`config.mk`:
```
export PLATFORM = sky130hd
export DESIGN_NAME = sram_port_arbiter
export DESIGN_NICKNAME = d
export VERILOG_FILES = /design/src/rtl/sram_port_arbiter.sv
export SDC_FILE = /design/constraint.sdc
export NUM_CORES = 1
export LEC_CHECK = 0
export ABC_AREA = 1
export CORE_MARGIN = 3
export CORE_UTILIZATION = 43
export DETAILED_ROUTE_END_ITERATION = 8
export PLACE_DENSITY = 0.89
export SYNTH_ARGS = -nofsm -noshare
export SYNTH_HDL_FRONTEND = slang
export SYNTH_SLANG_ARGS = --single-unit
```
`constraint.sdc`:
```
create_clock -name i_clk -period 1.7 [get_ports i_clk]
set_clock_uncertainty 0.1 [all_clocks]
set_input_delay 0.34 -clock i_clk [delete_from_list [all_inputs] [get_ports i_clk]]
set_output_delay 0.34 -clock i_clk [all_outputs]
set_load 0.005 [all_outputs]
```
`src/rtl/sram_port_arbiter.sv`:
```
// Round-robin two-port sequencer onto a single-port SRAM, with burst lock and forced release on timeout.
// Grant is combinational; SRAM command registered at accept; read data and rvalid two edges after accept.
module sram_port_arbiter #(
  parameter int DATA_WIDTH   = 8,
  parameter int ADDR_WIDTH   = 8,
  parameter int LOCK_TIMEOUT = 64
) (
  input  logic                  i_clk,
  input  logic                  i_reset,
  input  logic                  i_p0_req,
  input  logic                  i_p0_we,
  input  logic                  i_p0_lock,
  input  logic [ADDR_WIDTH-1:0] i_p0_addr,
  input  logic [DATA_WIDTH-1:0] i_p0_wdata,
  input  logic                  i_p1_req,
  input  logic                  i_p1_we,
  input  logic                  i_p1_lock,
  input  logic [ADDR_WIDTH-1:0] i_p1_addr,
  input  logic [DATA_WIDTH-1:0] i_p1_wdata,
  output logic                  o_p0_gnt,
  output logic                  o_p1_gnt,
  output logic                  o_p0_rvalid,
  output logic                  o_p1_rvalid,
  output logic [DATA_WIDTH-1:0] o_rdata,
  output logic                  o_lock_err,
  output logic                  csb0,
  output logic                  web0,
  output logic [ADDR_WIDTH-1:0] addr0,
  output logic [DATA_WIDTH-1:0] din0,
  input  logic [DATA_WIDTH-1:0] dout0
);

  localparam int TW = (LOCK_TIMEOUT > 0) ? $clog2(LOCK_TIMEOUT + 1) : 1;

  logic          locked;
  logic          owner;
  logic          last_grant;
  logic [TW-1:0] tcnt;
  logic [1:0]    rd_s1;  // {read_valid, port}
  logic [1:0]    rd_s2;

  logic                  owner_lock;
  logic                  eff_lock;
  logic                  nonowner_req;
  logic                  timeout_hit;
  logic                  acc;
  logic                  acc_port;
  logic                  acc_we;
  logic                  acc_lock;
  logic [ADDR_WIDTH-1:0] acc_addr;
  logic [DATA_WIDTH-1:0] acc_wdata;

  // A lock only blocks the other port while the owner keeps its lock input high,
  // so the waiting port can be granted in the very cycle the lock drops.
  always_comb begin
    owner_lock   = owner ? i_p1_lock : i_p0_lock;
    eff_lock     = locked & owner_lock;
    nonowner_req = owner ? i_p0_req : i_p1_req;
    o_p0_gnt     = 1'b0;
    o_p1_gnt     = 1'b0;
    if (eff_lock) begin
      o_p0_gnt = ~owner & i_p0_req;
      o_p1_gnt = owner & i_p1_req;
    end else if (i_p0_req & i_p1_req) begin
      o_p0_gnt = last_grant;
      o_p1_gnt = ~last_grant;
    end else begin
      o_p0_gnt = i_p0_req;
      o_p1_gnt = i_p1_req;
    end
  end

  always_comb begin
    timeout_hit = (LOCK_TIMEOUT != 0) && eff_lock && (tcnt == TW'(LOCK_TIMEOUT));
    acc         = o_p0_gnt | o_p1_gnt;
    acc_port    = o_p1_gnt;
    acc_we      = o_p1_gnt ? i_p1_we    : i_p0_we;
    acc_lock    = o_p1_gnt ? i_p1_lock  : i_p0_lock;
    acc_addr    = o_p1_gnt ? i_p1_addr  : i_p0_addr;
    acc_wdata   = o_p1_gnt ? i_p1_wdata : i_p0_wdata;
  end

  always_ff @(posedge i_clk or posedge i_reset) begin
    if (i_reset) begin
      locked     <= 1'b0;
      owner      <= 1'b0;
      last_grant <= 1'b1;
      tcnt       <= '0;
      o_lock_err <= 1'b0;
    end else if (timeout_hit) begin
      // Forced release hands the next tie to the starved port.
      locked     <= 1'b0;
      tcnt       <= '0;
      last_grant <= owner;
      o_lock_err <= 1'b1;
    end else begin
      o_lock_err <= 1'b0;
      if (acc) last_grant <= acc_port;
      if (acc && acc_lock) begin
        locked <= 1'b1;
        owner  <= acc_port;
      end else if (locked && !owner_lock) begin
        locked <= 1'b0;
      end
      if ((LOCK_TIMEOUT != 0) && eff_lock && nonowner_req) tcnt <= tcnt + 1'b1;
      else tcnt <= '0;
    end
  end

  always_ff @(posedge i_clk or posedge i_reset) begin
    if (i_reset) begin
      csb0  <= 1'b1;
      web0  <= 1'b1;
      addr0 <= '0;
      din0  <= '0;
    end else begin
      csb0 <= ~acc;
      web0 <= ~(acc & acc_we);
      if (acc) begin
        addr0 <= acc_addr;
        din0  <= acc_wdata;
      end
    end
  end

  always_ff @(posedge i_clk or posedge i_reset) begin
    if (i_reset) begin
      rd_s1       <= '0;
      rd_s2       <= '0;
      o_p0_rvalid <= 1'b0;
      o_p1_rvalid <= 1'b0;
      o_rdata     <= '0;
    end else begin
      rd_s1       <= {acc & ~acc_we, acc_port};
      rd_s2       <= rd_s1;
      o_p0_rvalid <= rd_s2[1] & ~rd_s2[0];
      o_p1_rvalid <= rd_s2[1] & rd_s2[0];
      if (rd_s2[1]) o_rdata <= dout0;
    end
  end

endmodule

```
==> flow_summary.yaml <==
status:
  status: "finished with violations"
  violations: "negative setup slack"
yosys:
  synthMuxAreaShare: 0
  yosysMostFrequentCell: "nand2_1"
  ys_ff_latch: 43
  synth_xor_area_frac: 0.0172
  synth-seq-area-share: 0.531
  syn_area_sq_um: 2030
  syn_avg_cell_area_sq_um: 9.16
  synth-simple-area-share: 0.265
  synth-async-reset-ratio: 1.00
  synth_nets: 272
  synth_cells: 222
  yosys.area.top_type: "dfrtp_1"
  netlist_top_cells_count: "nand2_1, dfrtp_1, nor2_1"
  yosys_warnings: 0
  synth_top_family_by_area: "simple AND/OR/NAND/NOR gates"
  synth-main-ff-cell: "dfrtp_1"
  ys_types: 32
  yosys-top-cells-area: "dfrtp_1, nand2_1, nor2_1, dfstp_2, a21oi_2"
  synth-compound-area-share: 0.108
  yosysTopAreaCellShare: 0.492
  synth_fa_ha_area_frac: 0.0123
  synth-edff-count: 0
clocking:
  cts_tree: "built"
  max-clock-path-buffers: 2
  root_buffer: "clkbuf_8"
  worstSkewPairLatency_ns: 0.29
  clk_pin_slew_ns: 0.09
  cts_buffers: 5
  ctsHoldBuffers: 0
  clkSinkCount: 43
  htreeDepth: 2
timing:
  rsz0062_at_grt: "true"
  setup_violations: 3
  setup_tns_ns: -0.0787
  max_freq_ghz: 0.571
  final_hold_viol_count: 0
  report.final.slew_viol_count: 0
  finalCritPeriodShare: 1.03
  final.setup.worst_slack_ns: -0.0508
  worstMarginPinSlew_ns: 0.310
  finalCriticalPeriod_ns: 1.75
  maxSlewHeadroom: 0.793
finish:
  syn_to_final_growth_pct: 61.0
  fin_area_sq_um: 3270
  fillCellCount: 307
  final_core_util: 0.732
  nets: 373
  drive_gt1_frac: 0.272
  num_antenna_cells: 0
hold_path:
  hp-class: "register to register"
  holdPathStages: 0
setup_path:
  critPathKind: "register to output pin"
  critical_path.max_fanout: 6
  cp-end-kind: "output pin"
  arrival_ns: 1.31
  r2r_cells: 11
  required_ns: 1.26
  start_kind: "register"
die:
  fp-row-count: 24
  fp.dieH_microns: 74.8
  initial_utilization: 0.454
  core_sq_um: 4470
  pin_count: 79
  die_area_sq_um: 5590
  die_x_microns: 74.8
power:
  peakVddDrop_uv: 908
  p_leak_nw: 1.46
  powerDensity_nw_per_um2: 1660
grt:
  globalRouteOverflowTotal: 0
  grt_pass1_vias: 1790
  grt_max_degree: 44
  grt_usage: 0.181
  antenna_found_initial: 0
  grt_pass1_wl_microns: 7730
placement:
  port_buffers: 78
  place_hpwl_microns: 3560
  place_area_sq_um: 2950
  gp_congestion: 0.842
routing:
  wl_microns: 5290
  ant_nets: 0
  drt_iter0_markers: 56
  avgViaCountPerCell: 4.88
  drc: 0
  drt_first_pass_iters: 3
  vias: 1836
  wl_per_cell_microns: 14.1
run:
  cap_violations: 0
## placed cells by master (no fill, tap or decap), types with 2 or more instances in the layout
master,n
a21oi_1,7
a21oi_2,10
buf_12,2
buf_4,14
buf_6,5
clkbuf_16,2
clkbuf_8,5
clkdlybuf4s50_1,70
clkinvlp_4,2
dfrtp_1,39
dfstp_2,3
dlygate4sd2_1,6
ha_1,2
inv_1,13
inv_2,2
nand2_1,54
nand2_2,6
nand2_4,5
nand2_8,2
nand3_1,6
nand3_2,3
nand4_1,2
nor2_1,20
nor2_2,9
nor2_4,3
o21ai_0,3
o21ai_1,6
o21ai_2,8
xor2_1,3
## where the power goes
part	total, mW	switching [mW]	internal, mW
registers	1.75	0.285	1.47
logic	3.00	1.42	1.59
clock network	0.661	0.368	0.294
total	5.42	2.07	3.35
## critical path: stages (launching register included)
cell and delay [ns]:
dfrtp_2 0.45, inv_2 0.06, nand2_2 0.07, nand3_4 0.07, buf_6 0.14, nand2_4 0.07, nand2_4 0.05, buf_6 0.11
## stage by stage
step | total power, mW | hold WS [ns] | cells | worst slack, ns
final | 5.42 | 0.256 | 376 | -0.0508
after global routing | 5.78 | 0.259 | 376 | -0.107
after CTS | 5.01 | 0.256 | 372 | -0.0630
after detailed placement | 4.26 | 0.236 | 360 | -0.644
after global placement | 4.16 | 0.233 | 360 | -0.601
after floorplan | 3.05 | 0.231 | 222 | 0.228
## area by class of cell
type	instances	area (sq um)	share of cell area
inverters	17	71.3	0.0218
repair buffers	100	1020	0.312
clock buffers	5	68.8	0.0210
flip-flops and latches	43	1080	0.330
clock inverters	3	23.8	0.00726
multi-input cells	156	943	0.288
well taps	52	65.1	0.0199
## sequential cells by signal, indices dropped and copies added (netlist names), 2 cells and up
| register | count |
|---|---|
| rd_s2 | 2 |
| tcnt | 7 |
| o_rdata | 8 |
| rd_s1 | 2 |
| addr0 | 8 |
| din0 | 8 |
## per-layer routing
layer / wire length (microns) / GRT usage / up-vias
met5: 0 / 0 / -
met4: 44 / 0.0514 / 0
met3: 293 / 0.0587 / 6
met2: 2860 / 0.330 / 50
met1: 2090 / 0.201 / 871
li1: - / - / 909
## cells by family after synthesis
kind of cell / count (synthesis)
simple gates: 112
flops: 43
compound gates: 37
buf+inv: 24
xor+xnor: 4
fa+ha+maj: 2
## worst paths after layout
path,start,to,slack [ns]
max in group asynchronous,i_reset,last_grant,0.94
worst min-delay path,rd_s1[0],rd_s2[0],0.26
min in group asynchronous,i_reset,o_lock_err,0.29
worst max-delay path,owner,o_p0_gnt,-0.05
worst min register to register,rd_s1[0],rd_s2[0],0.26
worst max register to register,owner,din0[4],-0.01
## repair_timing
action / in CTS / in global routing
hold endpoints to repair: 0 / 0
gates resized for setup: 26 / 30
pin swaps: 8 / 10
endpoints found under the setup margin: 25 / 22
buffers inserted: 5 / 1
gates cloned: 0 / 3
No activity file was read; power rests on OpenSTA's default activity.
